$ cat src/rtl/ttni_flit_pkg.sv
// Shared flit encoding, header field widths and sink state set for the TTNI gateway.
package ttni_flit_pkg;

   localparam int TRAFFIC_ID_W = 4;
   localparam int OPCODE_W     = 28;
   localparam int DEST_PORT_W  = 8;
   localparam int GTB_W        = 32;
   localparam int LEN_W        = 11;
   localparam int CSR_LEN      = 40;

   typedef enum logic [1:0] {
      BODY = 2'b00,
      HEAD = 2'b01,
      TAIL = 2'b10,
      RSVD = 2'b11
   } flit_type_e;

   typedef enum logic [2:0] {
      IDLE,
      PORT,
      TIME,
      PAYLD,
      HOLD
   } sink_state_e;

endpackage

$ cat src/rtl/sink_fsm_flit_type_decode.sv
// Splits a {type,data} flit into one-hot type flags and the data word.
module flit_type_decode
   import ttni_flit_pkg::*;
#(
   parameter int DW = 32,
   parameter int TW = 2,
   parameter int FW = 34
) (
   input  logic [FW-1:0] flit,
   output logic          is_head,
   output logic          is_body,
   output logic          is_tail,
   output logic          is_rsvd,
   output logic [DW-1:0] data
);

   flit_type_e ftype;

   always_comb begin
      ftype   = flit_type_e'(flit[FW-1 -: TW]);
      data    = flit[DW-1:0];
      is_head = (ftype == HEAD);
      is_body = (ftype == BODY);
      is_tail = (ftype == TAIL);
      is_rsvd = (ftype == RSVD);
   end

endmodule

$ cat src/rtl/sink_fsm.sv
// Destination-side TTNI sink: decodes the flit stream, writes payload after the CSR region
// and presents a message descriptor. Optional length check: define SINK_LEN_CHECK_EN.
//
// state | meaning
// IDLE  | waiting for a header flit
// PORT  | header taken, next body flit carries dest_port_id
// TIME  | dest taken, next body flit carries the GTB timestamp
// PAYLD | writing payload words until the tail
// HOLD  | descriptor valid, waiting for msg_ack
module sink_fsm
   import ttni_flit_pkg::*;
#(
   parameter int FLIT_DATA_WIDTH = 32,
   parameter int FLIT_TYPE_WIDTH = 2,
   parameter int FLIT_WIDTH      = FLIT_DATA_WIDTH + FLIT_TYPE_WIDTH,
   parameter int VCHANNELS       = 1,
   parameter int MSG_LEN         = 1024,
   parameter int BASE_ADDR       = CSR_LEN,
   parameter int ADDR_W          = 11
) (
   input  logic                    clk,
   input  logic                    rst_sink_n,
   input  logic [FLIT_WIDTH-1:0]   flit_in,
   input  logic [VCHANNELS-1:0]    valid_in,
   output logic [VCHANNELS-1:0]    ready_out,
   output logic                    wr_en,
   output logic [ADDR_W-1:0]       wr_addr,
   output logic [31:0]             wr_data,
   output logic                    msg_valid,
   input  logic                    msg_ack,
   output logic [TRAFFIC_ID_W-1:0] rx_traffic_id,
   output logic [OPCODE_W-1:0]     rx_routing_opcode,
   output logic [DEST_PORT_W-1:0]  rx_dest_port_id,
   output logic [GTB_W-1:0]        rx_gtb,
   output logic [LEN_W-1:0]        rx_payload_len,
   input  logic [9:0]              exp_msglen,
   output logic                    err_proto,
   output logic                    err_ovf,
   output logic                    err_len
);

   logic                       f_head, f_body, f_tail, f_rsvd;
   logic [FLIT_DATA_WIDTH-1:0] f_data;

   flit_type_decode #(
      .DW (FLIT_DATA_WIDTH),
      .TW (FLIT_TYPE_WIDTH),
      .FW (FLIT_WIDTH)
   ) u_decode (
      .flit    (flit_in),
      .is_head (f_head),
      .is_body (f_body),
      .is_tail (f_tail),
      .is_rsvd (f_rsvd),
      .data    (f_data)
   );

   sink_state_e             state_q, state_d;
   logic                    ready_q, ready_d;
   logic                    wr_en_q, wr_en_d;
   logic [ADDR_W-1:0]       wr_addr_q, wr_addr_d;
   logic [31:0]             wr_data_q, wr_data_d;
   logic                    msg_valid_q, msg_valid_d;
   logic [TRAFFIC_ID_W-1:0] tid_q, tid_d;
   logic [OPCODE_W-1:0]     opc_q, opc_d;
   logic [DEST_PORT_W-1:0]  dest_q, dest_d;
   logic [GTB_W-1:0]        gtb_q, gtb_d;
   logic [LEN_W-1:0]        cnt_q, cnt_d;
   logic                    proto_q, proto_d;
   logic                    ovf_q, ovf_d;
   logic                    acc, load_hdr, do_write;
`ifdef SINK_LEN_CHECK_EN
   logic [9:0]              exp_q, exp_d;
   logic                    len_q, len_d;
`else
   logic                    unused_exp;
   assign unused_exp = ^exp_msglen;
`endif

   // ready is a flop of "next state != HOLD", so it never depends on valid_in
   assign acc = valid_in[0] && ready_q;

   always_comb begin
      state_d   = state_q;
      wr_en_d   = 1'b0;
      wr_addr_d = wr_addr_q;
      wr_data_d = wr_data_q;
      tid_d     = tid_q;
      opc_d     = opc_q;
      dest_d    = dest_q;
      gtb_d     = gtb_q;
      cnt_d     = cnt_q;
      proto_d   = 1'b0;
      ovf_d     = ovf_q;
      load_hdr  = 1'b0;
      do_write  = 1'b0;
`ifdef SINK_LEN_CHECK_EN
      exp_d     = exp_q;
`endif

      case (state_q)
         IDLE: begin
            if (acc) begin
               if (f_head) load_hdr = 1'b1;
               else        proto_d  = 1'b1;
            end
         end
         PORT: begin
            if (acc) begin
               if (f_head) begin
                  load_hdr = 1'b1;
                  proto_d  = 1'b1;
               end else if (f_body) begin
                  dest_d  = f_data[DEST_PORT_W-1:0];
                  state_d = TIME;
               end else if (f_tail) begin
                  proto_d = 1'b1;
                  state_d = IDLE;
               end else begin
                  proto_d = 1'b1;
               end
            end
         end
         TIME: begin
            if (acc) begin
               if (f_head) begin
                  load_hdr = 1'b1;
                  proto_d  = 1'b1;
               end else if (f_body) begin
                  gtb_d   = f_data[GTB_W-1:0];
                  state_d = PAYLD;
               end else if (f_tail) begin
                  proto_d = 1'b1;
                  state_d = IDLE;
               end else begin
                  proto_d = 1'b1;
               end
            end
         end
         PAYLD: begin
            if (acc) begin
               if (f_head) begin
                  load_hdr = 1'b1;
                  proto_d  = 1'b1;
               end else if (f_body) begin
                  do_write = 1'b1;
               end else if (f_tail) begin
                  do_write = 1'b1;
                  state_d  = HOLD;
               end else begin
                  proto_d = 1'b1;
               end
            end
         end
         HOLD: begin
            if (msg_ack) state_d = IDLE;
         end
         default: state_d = IDLE;
      endcase

      if (load_hdr) begin
         tid_d   = f_data[31:28];
         opc_d   = f_data[OPCODE_W-1:0];
         cnt_d   = '0;
         ovf_d   = 1'b0;
         state_d = PORT;
`ifdef SINK_LEN_CHECK_EN
         exp_d   = exp_msglen;
`endif
      end

      // once the count saturates, extra words are dropped rather than wrapping
      if (do_write) begin
         if (cnt_q < LEN_W'(MSG_LEN)) begin
            wr_en_d   = 1'b1;
            wr_addr_d = ADDR_W'(BASE_ADDR) + ADDR_W'(cnt_q);
            wr_data_d = f_data[31:0];
            cnt_d     = cnt_q + LEN_W'(1);
         end else begin
            ovf_d = 1'b1;
         end
      end

      msg_valid_d = (state_d == HOLD);
      ready_d     = (state_d != HOLD);

`ifdef SINK_LEN_CHECK_EN
      if (state_d == HOLD && state_q != HOLD)
         len_d = (cnt_d != (LEN_W'(exp_q) + LEN_W'(1)));
      else if (state_d != HOLD)
         len_d = 1'b0;
      else
         len_d = len_q;
`endif
   end

   always_ff @(posedge clk or negedge rst_sink_n) begin
      if (!rst_sink_n) begin
         state_q     <= IDLE;
         ready_q     <= 1'b0;
         wr_en_q     <= 1'b0;
         wr_addr_q   <= '0;
         wr_data_q   <= '0;
         msg_valid_q <= 1'b0;
         tid_q       <= '0;
         opc_q       <= '0;
         dest_q      <= '0;
         gtb_q       <= '0;
         cnt_q       <= '0;
         proto_q     <= 1'b0;
         ovf_q       <= 1'b0;
`ifdef SINK_LEN_CHECK_EN
         exp_q       <= '0;
         len_q       <= 1'b0;
`endif
      end else begin
         state_q     <= state_d;
         ready_q     <= ready_d;
         wr_en_q     <= wr_en_d;
         wr_addr_q   <= wr_addr_d;
         wr_data_q   <= wr_data_d;
         msg_valid_q <= msg_valid_d;
         tid_q       <= tid_d;
         opc_q       <= opc_d;
         dest_q      <= dest_d;
         gtb_q       <= gtb_d;
         cnt_q       <= cnt_d;
         proto_q     <= proto_d;
         ovf_q       <= ovf_d;
`ifdef SINK_LEN_CHECK_EN
         exp_q       <= exp_d;
         len_q       <= len_d;
`endif
      end
   end

   always_comb begin
      ready_out    = '0;
      ready_out[0] = ready_q;
   end

   assign wr_en             = wr_en_q;
   assign wr_addr           = wr_addr_q;
   assign wr_data           = wr_data_q;
   assign msg_valid         = msg_valid_q;
   assign rx_traffic_id     = tid_q;
   assign rx_routing_opcode = opc_q;
   assign rx_dest_port_id   = dest_q;
   assign rx_gtb            = gtb_q;
   assign rx_payload_len    = cnt_q;
   assign err_proto         = proto_q;
   assign err_ovf           = ovf_q;
`ifdef SINK_LEN_CHECK_EN
   assign err_len           = len_q;
`else
   assign err_len           = 1'b0;
`endif

endmodule

$ cat config.mk
export PLATFORM = sky130hd
export DESIGN_NAME = sink_fsm
export DESIGN_NICKNAME = d
export VERILOG_FILES = /design/src/rtl/ttni_flit_pkg.sv /design/src/rtl/sink_fsm_flit_type_decode.sv /design/src/rtl/sink_fsm.sv
export SDC_FILE = /design/constraint.sdc
export NUM_CORES = 1
export LEC_CHECK = 0
export CORE_UTILIZATION = 49
export CTS_CLUSTER_SIZE = 40
export DETAILED_ROUTE_END_ITERATION = 10
export PLACE_DENSITY_LB_ADDON = 0.05
export SLEW_MARGIN = 30
export SYNTH_ARGS = -nofsm -noshare
export SYNTH_HDL_FRONTEND = slang
export SYNTH_SLANG_ARGS = --single-unit
$ cat constraint.sdc
create_clock -name clk -period 4.25 [get_ports clk]
set_input_delay 0.85 -clock clk [delete_from_list [all_inputs] [get_ports clk]]
set_output_delay 0.85 -clock clk [all_outputs]
set_load 0.01 [all_outputs]
==> flow_summary.ini, run 1 <==
[die]
die_w_um = 106
die_h_um = 106
io_pins = 180
dieArea_sq_um = 11300
core_sq_um = 10400
rows = 37
start_util_pct = 51.2

[routing]
vias = 4171
wire_per_inst_um = 16.2
vias_per_cell = 5.08
drt_iter0_drc = 210
drc = 0
first_pass_iters = 4
ant_nets = 0
wl_mm = 13.3

[run]
max_cap_viol_count = 0

[synthesis]
yosys_register_bits = 134
synth_warnings = 0
synth_top_cell_by_area = dfrtp_1
synth_edf_count = 0
syn-cell-area_sq_um = 5330
yosysSeqAreaShare_pct = 62.9
synth_common_cells = nand2_1, dfrtp_1, mux2_2, clkbuf_1, o21ai_0
avgSynthCellArea_sq_um = 10.4
yosys-top-cells-area = dfrtp_1, nand2_1, mux2_2
synth_ff_type = dfrtp_1
yosysMostFrequentCell = nand2_1
synth_top_area_share_pct = 62.9
syn-num-nets = 561
synthCells = 511
async_reset_ff_share_pct = 100
ys_types = 38

[sta]
fin_crit_sh_pct = 64.8
report.final.slew_viol_count = 0
fin_skew_ns = 0.00737
slew-limit-headroom_pct = 57.1
fin_hold_ws_ns = 0.332
fmax_mhz = 363
setup_ws_ns = 1.50
hold_viol = 0
rsz0062_at_grt = no
worst_pin_slew_ns = 0.643
fin_setup_tns_ns = 0
report.final.setup_viol = 0
period_needed_ns = 2.75

[worst_setup_path]
worst_ep_arrival_time_ns = 3.15
start_kind = input pin
cp_data_required_time_ns = 4.65
cp_slowest_cell = or3_1
cp_max_fo = 10
slowest_delay_ns = 0.57
crit_path_end_kind = flip-flop
crit_type = in -> reg
crit_chain = clkdlybuf4s50_1 > nand4bb_1 > or2_1 > or3_1 > mux2_4

[final_layout]
final_util_pct = 74.0
syn2layout_area_growth_pct = 44.5
antenna_cells = 0
nNetsFinal = 722
layout-drive-gt1-share_pct = 11.8
stdcell_area_sq_um = 7710
stdcell_count = 821

[place]
dp_cells = 789
dp_hpwl_mm = 8.39
place_ws_ns = 0.986
io_buffers = 168
placed_area_sq_um = 7100
gp_congestion = 0.779

[pwr]
p_per_area_nw_per_um2 = 608
power_mw = 4.68
power_leakage_nw = 3.68
irDropWorstVdd_v = 0.000368

[cts]
cts_tree = yes
max-clock-path-buffers = 2
path_clk_slew_ns = 0.06
root_buffer = clkbuf_8
holdBufCountCts = 0
post_cts_buffers = 0
numClockSinks = 134
ctsResizeCount = 0
htreeDepth = 4
cts_inserted_buffers = 17
worstSkewPairLatency_ns = 0.52

[outcome]
status = finished, final reports clean

[grt]
grt_use_total_pct = 24.5
antenna_found_initial = 0
grt_pass1_wl_mm = 21.0
grt_pass1_vias = 4056
grt_overflow_total = 0
grt_max_degree = 71

[min_path]
hp-class = in -> async
## power breakdown
group          internal, mW  switching, mW
clock                 0.922          0.538
sequential             1.63          0.204
combinational         0.833          0.555
## state kept, by name, indices dropped and copies added (netlist names), 3 cells and up
register and flops:
rx_gtb 32, wr_data 32, rx_routing_opcode 28, rx_payload_len 11, wr_addr 11, rx_dest_port_id 8, rx_traffic_id 4, state_q 3
## per-layer routing
metal / track usage, % / up-vias / part of all wire (%)
li1: - / 1974 / -
met1: 29.9 / 2046 / 41
met2: 40.4 / 137 / 49
met3: 9.26 / 14 / 8.2
met4: 7.64 / 0 / 1.2
met5: 0 / - / 0
## worst paths after layout
| path | startpoint | end | slack [ns] | depth (start not counted) |
|---|---|---|---|---|
| min | rst_sink_n | wr_addr[9] | 0.33 | 1 |
| max in group asynchronous | rst_sink_n | rx_routing_opcode[8] | 3.15 | 2 |
| min in group clk | wr_data[4] | wr_data[4] | 0.47 | 2 |
| min reg2reg | wr_data[4] | wr_data[4] | 0.47 | 2 |
| max | flit_in[32] | rx_dest_port_id[2] | 1.50 | 5 |
| max reg2reg | state_q[2] | rx_dest_port_id[2] | 1.97 | 4 |
## logic make-up (layout without fill, tap and decap cells)
group	Yosys count	after routing	synth area share [%]
DFF	134	134	62.9
AOI/OAI and AO/OA	27	27	3.10
muxes	40	40	9.01
other	1	1	0.0703
and+or+nand+nor	257	257	19.4
buffers and inverters	38	212	3.12
xor gates and xnor gates	11	11	1.81
adders and majority gates	3	3	0.657
## cells in the final DEF, fill, tap and decap left out, types with 2 or more instances in the layout
cell type        instances
a21oi_1                  3
and3_1                   2
buf_4                    5
bufinv_16                3
clkbuf_16               16
clkbuf_8                 3
clkdlybuf4s50_1        167
clkinv_2                 3
clkinv_4                 2
clkinvlp_4               4
dfrtp_1                134
ha_1                     2
inv_1                    6
mux2_2                  32
mux2_4                   8
nand2_1                220
nand3_1                  5
nand4_1                  5
nor2_1                  10
nor3_1                   5
nor4_1                   2
o2111ai_1                2
o211ai_1                 2
o21ai_0                 12
o31ai_1                  4
xnor2_1                  6
xor2_1                   5
## area by class of cell
cell class	count	area (sq um)
Sequential cell	134	3350
Tap cell	136	170
Clock inverter	12	153
Multi-Input combinational cell	339	1820
Inverter	6	22.5
Fill cell	761	2710
Timing Repair Buffer	174	1740
Clock buffer	20	445
## worst max-delay path, delay by kind of cell
family                 cells  cell delay, ns
muxes                      1            0.38
and+or+nand+nor            3            1.36
buffers and inverters      1            0.55
(Power assumes the default switching activity.)
==> run 2, diff against run 1 <==
--- a/config.mk
+++ b/config.mk
@@ -5,7 +5,7 @@
 export SDC_FILE = /design/constraint.sdc
 export NUM_CORES = 1
 export LEC_CHECK = 0
-export CORE_UTILIZATION = 49
+export CORE_UTILIZATION = 46
 export CTS_CLUSTER_SIZE = 40
 export DETAILED_ROUTE_END_ITERATION = 10
 export PLACE_DENSITY_LB_ADDON = 0.05
==> constraint.sdc (replaced) <==
create_clock -name clk -period 2.7 [get_ports clk]
set_input_delay 0.54 -clock clk [delete_from_list [all_inputs] [get_ports clk]]
set_output_delay 0.54 -clock clk [all_outputs]
set_load 0.01 [all_outputs]
==> flow_summary.ini, run 2 (synthesized netlist as in run 1, its figures left out) <==
[outcome]
status = finished, final reports clean

[die]
die_w_um = 110
core_sq_um = 11100
dieArea_sq_um = 12000
io_pins = 180
rows = 38
die_h_um = 110
start_util_pct = 48.1

[cts]
holdBufCountCts = 0
max-clock-path-buffers = 2
path_clk_slew_ns = 0.05
root_buffer = clkbuf_16
numClockSinks = 134
cts_inserted_buffers = 17
htreeDepth = 4
cts_tree = yes
worstSkewPairLatency_ns = 0.42
post_cts_buffers = 0
ctsResizeCount = 0

[worst_setup_path]
crit_type = in -> reg
cp_max_fo = 41
start_kind = input pin
cp_data_required_time_ns = 2.99
worst_ep_arrival_time_ns = 2.39
crit_path_end_kind = flip-flop

[final_layout]
final_cell_mix = nand2_1, clkdlybuf4s50_1, dfrtp_1
nNetsFinal = 732
syn2layout_area_growth_pct = 46.6
fillers = 816
antenna_cells = 0
seq_area_sq_um = 3350
layout-drive-gt1-share_pct = 12.8
multi_input_area_sq_um = 1820
final_common_cell = nand2_1

[sta]
fin_skew_ns = 0.00902
fin_setup_tns_ns = 0
fmax_mhz = 474
report.final.setup_viol = 0
worst_pin_slew_ns = 0.702
rsz0062_at_grt = no
fin_crit_sh_pct = 78.1
setup_ws_ns = 0.592
report.final.slew_viol_count = 0
slew-limit-headroom_pct = 53.2
period_needed_ns = 2.11
hold_viol = 0

[run]
max_cap_viol_count = 0

[grt]
antenna_found_initial = 0
grt_pass1_vias = 4080
grt_use_total_pct = 23.9
grt_pass1_wl_mm = 21.1
grt_max_degree = 135
grt_overflow_total = 0

[routing]
ant_nets = 0
vias = 4204
drt_iter0_drc = 186
wl_mm = 13.4
drc = 0
vias_per_cell = 5.03
wire_per_inst_um = 16.0
first_pass_iters = 4

[place]
io_buffers = 168
dp_hpwl_mm = 8.69
gp_congestion = 0.783
place_ws_ns = 0.184

[pwr]
p_sw_mw = 2.00
power_mw = 7.51
seq_power_share_pct = 38.5
pwr-share-comb_pct = 29.1
irDropWorstVdd_v = 0.000792
power_leakage_nw = 3.75
p_per_area_nw_per_um2 = 960
swShare_pct = 26.7
internal-power_mw = 5.50
pwr-share-clk_pct = 32.4

[min_path]
hp-class = in -> async
-- run 2: changes by cell type in the layout (fill, tap and decap cells not counted), sizes merged --
cell	before	now
clkbuf	20	23
buf	7	17
clkinvlp	4	1
clkinv	5	4
bufinv	3	4
-- run 2: metrics by stage --
step	hold slack, ns	area, sq um	std cells	utilization [%]
floorplan	0.244	5330	511	-
global placement	0.457	7200	803	65.0
global route	0.313	7820	835	70.6
CTS	0.265	7820	835	70.6
detailed placement	0.461	7200	803	65.0
finish	0.245	7820	835	70.6
-- run 2: area by class of cell --
class                      instances  share of cell area (%)
sequential                       134                    42.9
timing repair buffer             184                    23.3
multi-input combinational        339                    23.3
clock buffer                      23                    6.11
tap                              140                    2.24
clock inverter                     9                    1.89
inverter                           6                   0.288
-- run 2: routing by layer --
layer | global-route usage, % | wire length, um | vias to the layer above
li1 | - | - | 1983
met1 | 28.8 | 5590 | 2082
met3 | 8.83 | 949 | 25
met4 | 11.8 | 303 | 0
met2 | 37.8 | 6530 | 114
met5 | 0 | 0 | -
-- run 2: final timing paths --
check,to,cells after the start,slack [ns],start
setup / recovery,rx_payload_len[0],6,0.59,valid_in
hold / removal,wr_addr[9],2,0.24,rst_sink_n
setup reg to reg,rx_payload_len[0],6,0.76,state_q[2]
hold reg to reg,rx_routing_opcode[27],2,0.47,rx_routing_opcode[27]
max in group asynchronous,rx_gtb[14],2,1.96,rst_sink_n
min in group clk,rx_routing_opcode[27],2,0.47,rx_routing_opcode[27]
-- run 2: worst max-delay path, cell delays in order --
cell	delay [ns]
clkdlybuf4s50_1	0.56
nand2_1	0.11
or4b_2	0.62
buf_4	0.31
nand3_1	0.14
o21ai_0	0.09
-- run 2: power groups by stage --
stage | combinational [mW] | sequential [mW] | clock [mW]
floorplan | 0.558 | 3.14 | 0
global placement | 2.18 | 2.89 | 0
detailed placement | 2.20 | 2.92 | 0
CTS | 2.22 | 2.89 | 2.48
global route | 2.37 | 2.95 | 2.56
finish | 2.19 | 2.89 | 2.43
==> variant 1: new RTL, config.mk and constraints of run 1 <==
`LEN_W`: 11 -> 22.
--- a/src/rtl/ttni_flit_pkg.sv
+++ b/src/rtl/ttni_flit_pkg.sv
@@ -5,7 +5,7 @@
    localparam int OPCODE_W     = 28;
    localparam int DEST_PORT_W  = 8;
    localparam int GTB_W        = 32;
-   localparam int LEN_W        = 11;
+   localparam int LEN_W        = 22;
    localparam int CSR_LEN      = 40;
 
    typedef enum logic [1:0] {
Interface: changed (resized rx_payload_len); port bits go from 180 to 191. No check against the original RTL was run, so the function may have changed too.
==> variant 1 against run 1 <==
- the run now ends with design-rule violations left
- synthesized cell count decreased by 11%
- sequential cell count increased by 11
- worst setup slack got worse by 93 ps
- critical endpoint is now rx_gtb[19]$_DFFE_PN0P_
- area after synthesis increased by 9.6%
- power increased by 2.3%
- highest routed layer unchanged
- count of clock-buffer cells in the layout increased by 6
- design area increased by 7.3%
- routed wire length increased by 3.5%
- critical path type unchanged
- via count decreased by 1.1%
==> variant 1: results (changes against run 1) <==
mux cell area share after synthesis 0.177 (was 0.0901); Synth area leaders dfrtp_1 (62%), mux2_2 (9.2%), mux2_4 (8.0%) (was dfrtp_1 (63%), nand2_1 (15%), mux2_2 (6.8%)); Tot GR Track Use 0.238 (was 0.245); Syn Nets 504 (was 561); DR iter-0 viols 238 (was 210); # nets final 682 (was 722); synth cell count leaders dfrtp_1 (145), nand2_1 (107), mux2_2 (48), mux2_4 (31), clkbuf_1 (16) (was nand2_1 (220), dfrtp_1 (134), mux2_2 (32), clkbuf_1 (23), o21ai_0 (12)); sequential area share after synthesis 0.620 (was 0.629); share of layout cells above drive strength 1 0.183 (was 0.118); top_reg_cell synth dfrtp_1 (unchanged); xor/xnor share of the synthesized area 0.00899 (was 0.0181); failing checks design-rule violations; DP HPWL 9.06 mm (was 8.39 mm); I/O Buffers 179 (was 168); CP max stage delay 570 ps (about the same); Post-Place Cells 756 (was 789); Diodes inserted 0 (unchanged); share of flip-flops with an asynchronous set or reset 1.00 (unchanged); clock slew at reported path FFs 50 ps; post-synthesis compound-gate area fraction 0.0439 (was 0.0310); vias in the first global route 4,340 (was 4,056); Post-CTS Setup Inserts 0 (unchanged); Hold Path Origin rx_routing_opcode[24]$_DFFE_PN0P_; vias per cell 5.24 (was 5.08); Worst Tran Pin Value 850 ps (was 643 ps); Arr. time, crit path 3140 ps (was 3150 ps); Worst-Skew Late Latency 410 ps (was 520 ps); Area after DPL 0.00773 mm2 (was 0.00710 mm2); first-pass GRT wire length 22.7 mm (was 21.0 mm); first-pass detailed-route iteration total 7 (was 4); worst vdd ir 0.000422 V (was 0.000368 V); final non-filler cell total 788 (was 821); Tightest Hold Check Type flop to flop (was input port to async pin); Worst path slowest cell nand3b_1 (was or3_1); htree depth 4 (unchanged); initial antenna violation count 0 (unchanged); worst slack at placement 943 ps (was 986 ps); FF-to-FF Start rx_payload_len[14]$_DFF_PN0_ (was state_q[2]$_DFF_PN0_); largest net degree at the start of global routing 115 (was 71); WL/cell 17.5 um (was 16.2 um); Netlist cell types 43 (was 38); clock skew 5.12 ps (was 7.37 ps); CTS Buf Count 17 (unchanged); Clock Path Buffers 2 (unchanged); CTS Root Cell clkbuf_16 (was clkbuf_8); GP Congestion 0.780 (was 0.779); Vias 4,126 (was 4,171); Synth Area in Adders 0.00428 (was 0.00657); Static Leakage 3.88 nW (was 3.68 nW); synth warn 0 (unchanged); status complete, but fails checks (was finished, final reports clean); crit path from valid_in (was flit_in[32]); PostCTS Resize Cnt 0 (unchanged); DRC errors left 26 (was 0); Cells after Synth 454 (was 511); Worst Path Max Fanout 20 (was 10); Post-synth EDFFs 0 (unchanged)
variant 1: cell count changes after synthesis, moves of 4 or more:
| cell | change |
|---|---|
| nand2_1 | -113 |
| mux2_4 | +23 |
| mux2_2 | +16 |
| and2_1 | +13 |
| dfrtp_1 | +11 |
| clkbuf_1 | -7 |
| nor2_1 | -5 |
| a21oi_1 | +4 |
| xor2_1 | -4 |
variant 1: logic make-up after synthesis:
family	count (synthesis)
other cells	1
compound gates	38
simple gates	149
fa+ha+maj	2
xor+xnor	6
mux	82
buf+inv	31
flops	145
variant 1: power breakdown:
group	switching [W]	internal (W)
sequential	0.000204	0.00174
clock	0.000527	0.000847
combinational	0.000537	0.000934
variant 1: area by class of cell:
cell class	instances	area, um2
Inverter	6	22.5
Fill cell	835	3240
Timing Repair Buffer	184	1830
Sequential cell	145	3630
Multi-Input combinational cell	278	2070
Tap cell	143	179
Clock inverter	6	55.1
Clock buffer	26	489
variant 1: routing by layer:
metal / vias to the layer above / global-route usage / wire [um]
met1: 2052 / 0.288 / 5780
met4: 0 / 0.0820 / 226
met5: - / 0 / 0
met3: 17 / 0.0891 / 1130
met2: 155 / 0.389 / 6660
li1: 1902 / - / -
variant 1: final timing paths:
path | end | slack, ps | cells past startpoint
worst max-delay path | rx_gtb[19]$_DFFE_PN0P_ | 1400 | 6
worst min-delay path | rx_routing_opcode[24]$_DFFE_PN0P_ | 470 | 2
worst max register to register | wr_addr[9]$_DFFE_PN0P_ | 1680 | 5
worst min register to register | rx_routing_opcode[24]$_DFFE_PN0P_ | 470 | 2
max in group asynchronous | ready_out$_DFF_PN0_ | 2900 | 2
min in group asynchronous | rx_payload_len[14]$_DFF_PN0_ | 480 | 1
variant 1: critical path: cells and delay by family:
kind	cells	cell delay [ps]
buf+inv	2	990
mux	1	310
simple gates	3	970
==> variant 2: new RTL, settings of run 1 <==
Made on the original files. `wr_data_q` no longer has a reset.
--- a/src/rtl/sink_fsm.sv
+++ b/src/rtl/sink_fsm.sv
@@ -200,7 +200,6 @@
          ready_q     <= 1'b0;
          wr_en_q     <= 1'b0;
          wr_addr_q   <= '0;
-         wr_data_q   <= '0;
          msg_valid_q <= 1'b0;
          tid_q       <= '0;
          opc_q       <= '0;
@@ -218,7 +217,6 @@
          ready_q     <= ready_d;
          wr_en_q     <= wr_en_d;
          wr_addr_q   <= wr_addr_d;
-         wr_data_q   <= wr_data_d;
          msg_valid_q <= msg_valid_d;
          tid_q       <= tid_d;
          opc_q       <= opc_d;
@@ -232,6 +230,10 @@
          len_q       <= len_d;
 `endif
       end
+   end
+
+   always_ff @(posedge clk) begin
+      wr_data_q <= wr_data_d;
    end
 
    always_comb begin
Behaviour: differs if rst_sink_n is asserted again (counterexample within 10 cycles, from zero or initial values and one cycle with rst_sink_n low); with rst_sink_n held inactive, the same outputs for 10 cycles.
==> variant 2 against run 1 <==
- power is 10% lower
- critical endpoint is now wr_data[17]$_DFFE_PP_
- clock skew fell by 3.3 ps
- non-clock buffer count shrank 1
- sequential cell count is the same
- design area decreased by 2.7%
- area after synthesis down 4.3%
- worst setup slack got worse by 160 ps
- routed wire length is 9.9% lower
- largest power group unchanged
==> variant 2: results (changes against run 1) <==
status finished, final reports clean (unchanged); first-pass detailed-route iteration total 4 (unchanged); worst vdd ir 0.000351 V (was 0.000368 V); Diodes inserted 0 (unchanged); GP Congestion 0.775 (was 0.779); Tightest Hold Check Type input port to async pin (unchanged); largest net degree at the start of global routing 46 (was 71); Tot GR Track Use 0.236 (was 0.245); clock skew 4.04 ps (was 7.37 ps); DR iter-0 viols 213 (was 210); CTS Buf Count 17 (unchanged); Post-CTS Setup Inserts 0 (unchanged); top_reg_cell synth dfrtp_1 (unchanged); synth warn 0 (unchanged); CTS Root Cell clkbuf_8 (unchanged); first-pass GRT wire length 19.7 mm (was 21.0 mm); # nets final 625 (was 722); Post-synth EDFFs 32 (was 0); Synth area leaders dfrtp_1 (50%), edfxtp_1 (19%), nand2_1 (9.1%) (was dfrtp_1 (63%), nand2_1 (15%), mux2_2 (6.8%)); Worst-Skew Late Latency 510 ps; Arr. time, crit path 3060 ps (was 3150 ps); Syn Nets 458 (was 561); PostCTS Resize Cnt 0 (unchanged); sequential area share after synthesis 0.688 (was 0.629); fillers 676 (was 761); vias per cell 5.07 (was 5.08); Static Leakage 3.29 nW (was 3.68 nW); Worst Tran Pin Value 566 ps (was 643 ps); reg2reg path depth 4 (unchanged); Clock Path Buffers 2 (unchanged); clock slew at reported path FFs 60 ps (about the same); Worst Path Max Fanout 38 (was 10); post-synth top area cell dfrtp_1 (unchanged); synth cell count leaders nand2_1 (124), dfrtp_1 (102), edfxtp_1 (32), mux2_2 (32), clkbuf_1 (20) (was nand2_1 (220), dfrtp_1 (134), mux2_2 (32), clkbuf_1 (23), o21ai_0 (12)); drt total wl 12.0 mm (was 13.3 mm); I/O Buffers 168 (unchanged); vias in the first global route 3,817 (was 4,056); htree depth 4 (unchanged); Netlist cell types 39 (was 38); initial antenna violation count 0 (unchanged); share of layout cells above drive strength 1 0.134 (was 0.118); CP max stage delay 580 ps; DP HPWL 7.76 mm (was 8.39 mm); Worst path slowest cell or2_2 (was or3_1); share of flip-flops with an asynchronous set or reset 0.761 (was 1.00)
==> variant 2: power by group <==
group          total (W)  internal, W  switching [W]
sequential       0.00171      0.00157       0.000143
combinational   0.000998     0.000612       0.000386
clock            0.00150     0.000978       0.000518
total            0.00421      0.00316        0.00105
==> variant 2: cell families (layout without fill, tap and decap cells) <==
group	after synthesis	count (layout)	share of synthesized area
compound gates	27	27	0.0324
other cells	1	1	0.000735
fa+ha+maj	3	3	0.00686
flops	134	134	0.688
mux	40	40	0.0941
xor+xnor	11	11	0.0189
buf+inv	31	211	0.0267
simple gates	161	161	0.132
==> variant 2: area by class of cell <==
cell class	count	area (um2)	area share
timing repair buffer	173	1720	0.229
clock buffer	19	442	0.0589
multi-input combinational	243	1460	0.195
tap	133	166	0.0222
sequential	134	3510	0.468
inverter	6	22.5	0.00300
clock inverter	13	179	0.0238
==> variant 2: path summary, 6_finish.rpt <==
check	startpoint	endpoint	slack, ps
max in group asynchronous	rst_sink_n	rx_dest_port_id[2]$_DFFE_PN0P_	3100
max	flit_in[32]	wr_data[17]$_DFFE_PP_	1330
min	rst_sink_n	state_q[1]$_DFF_PN0_	250
max reg2reg	state_q[2]$_DFF_PN0_	wr_data[17]$_DFFE_PP_	1820
min reg2reg	rx_routing_opcode[2]$_DFFE_PN0P_	rx_routing_opcode[2]$_DFFE_PN0P_	470
min in group clk	rx_routing_opcode[2]$_DFFE_PN0P_	rx_routing_opcode[2]$_DFFE_PN0P_	470
==> variant 2: per-layer routing <==
metal,wire (um),vias to the layer above,GRT usage
li1,-,1702,-
met1,4920,1800,0.290
met2,5840,135,0.376
met3,1060,17,0.0984
met4,182,0,0.0816
met5,0,-,0
==> variant 2: critical path, delay by kind of cell <==
kind          cells  cell delay, ps
simple gates      2            1050
buf+inv           3            1120
==> variant 2: through the flow <==
stage / power, W / setup WS [ps] / cell area (um2) / std cells
after global placement: 0.00270 / 900 / 6880 / 689
after global routing: 0.00439 / 1260 / 7500 / 721
final: 0.00421 / 1330 / 7500 / 721
after floorplan: 0.00210 / 1420 / 5100 / 408
after detailed placement: 0.00273 / 850 / 6880 / 689
after CTS: 0.00425 / 1380 / 7500 / 721
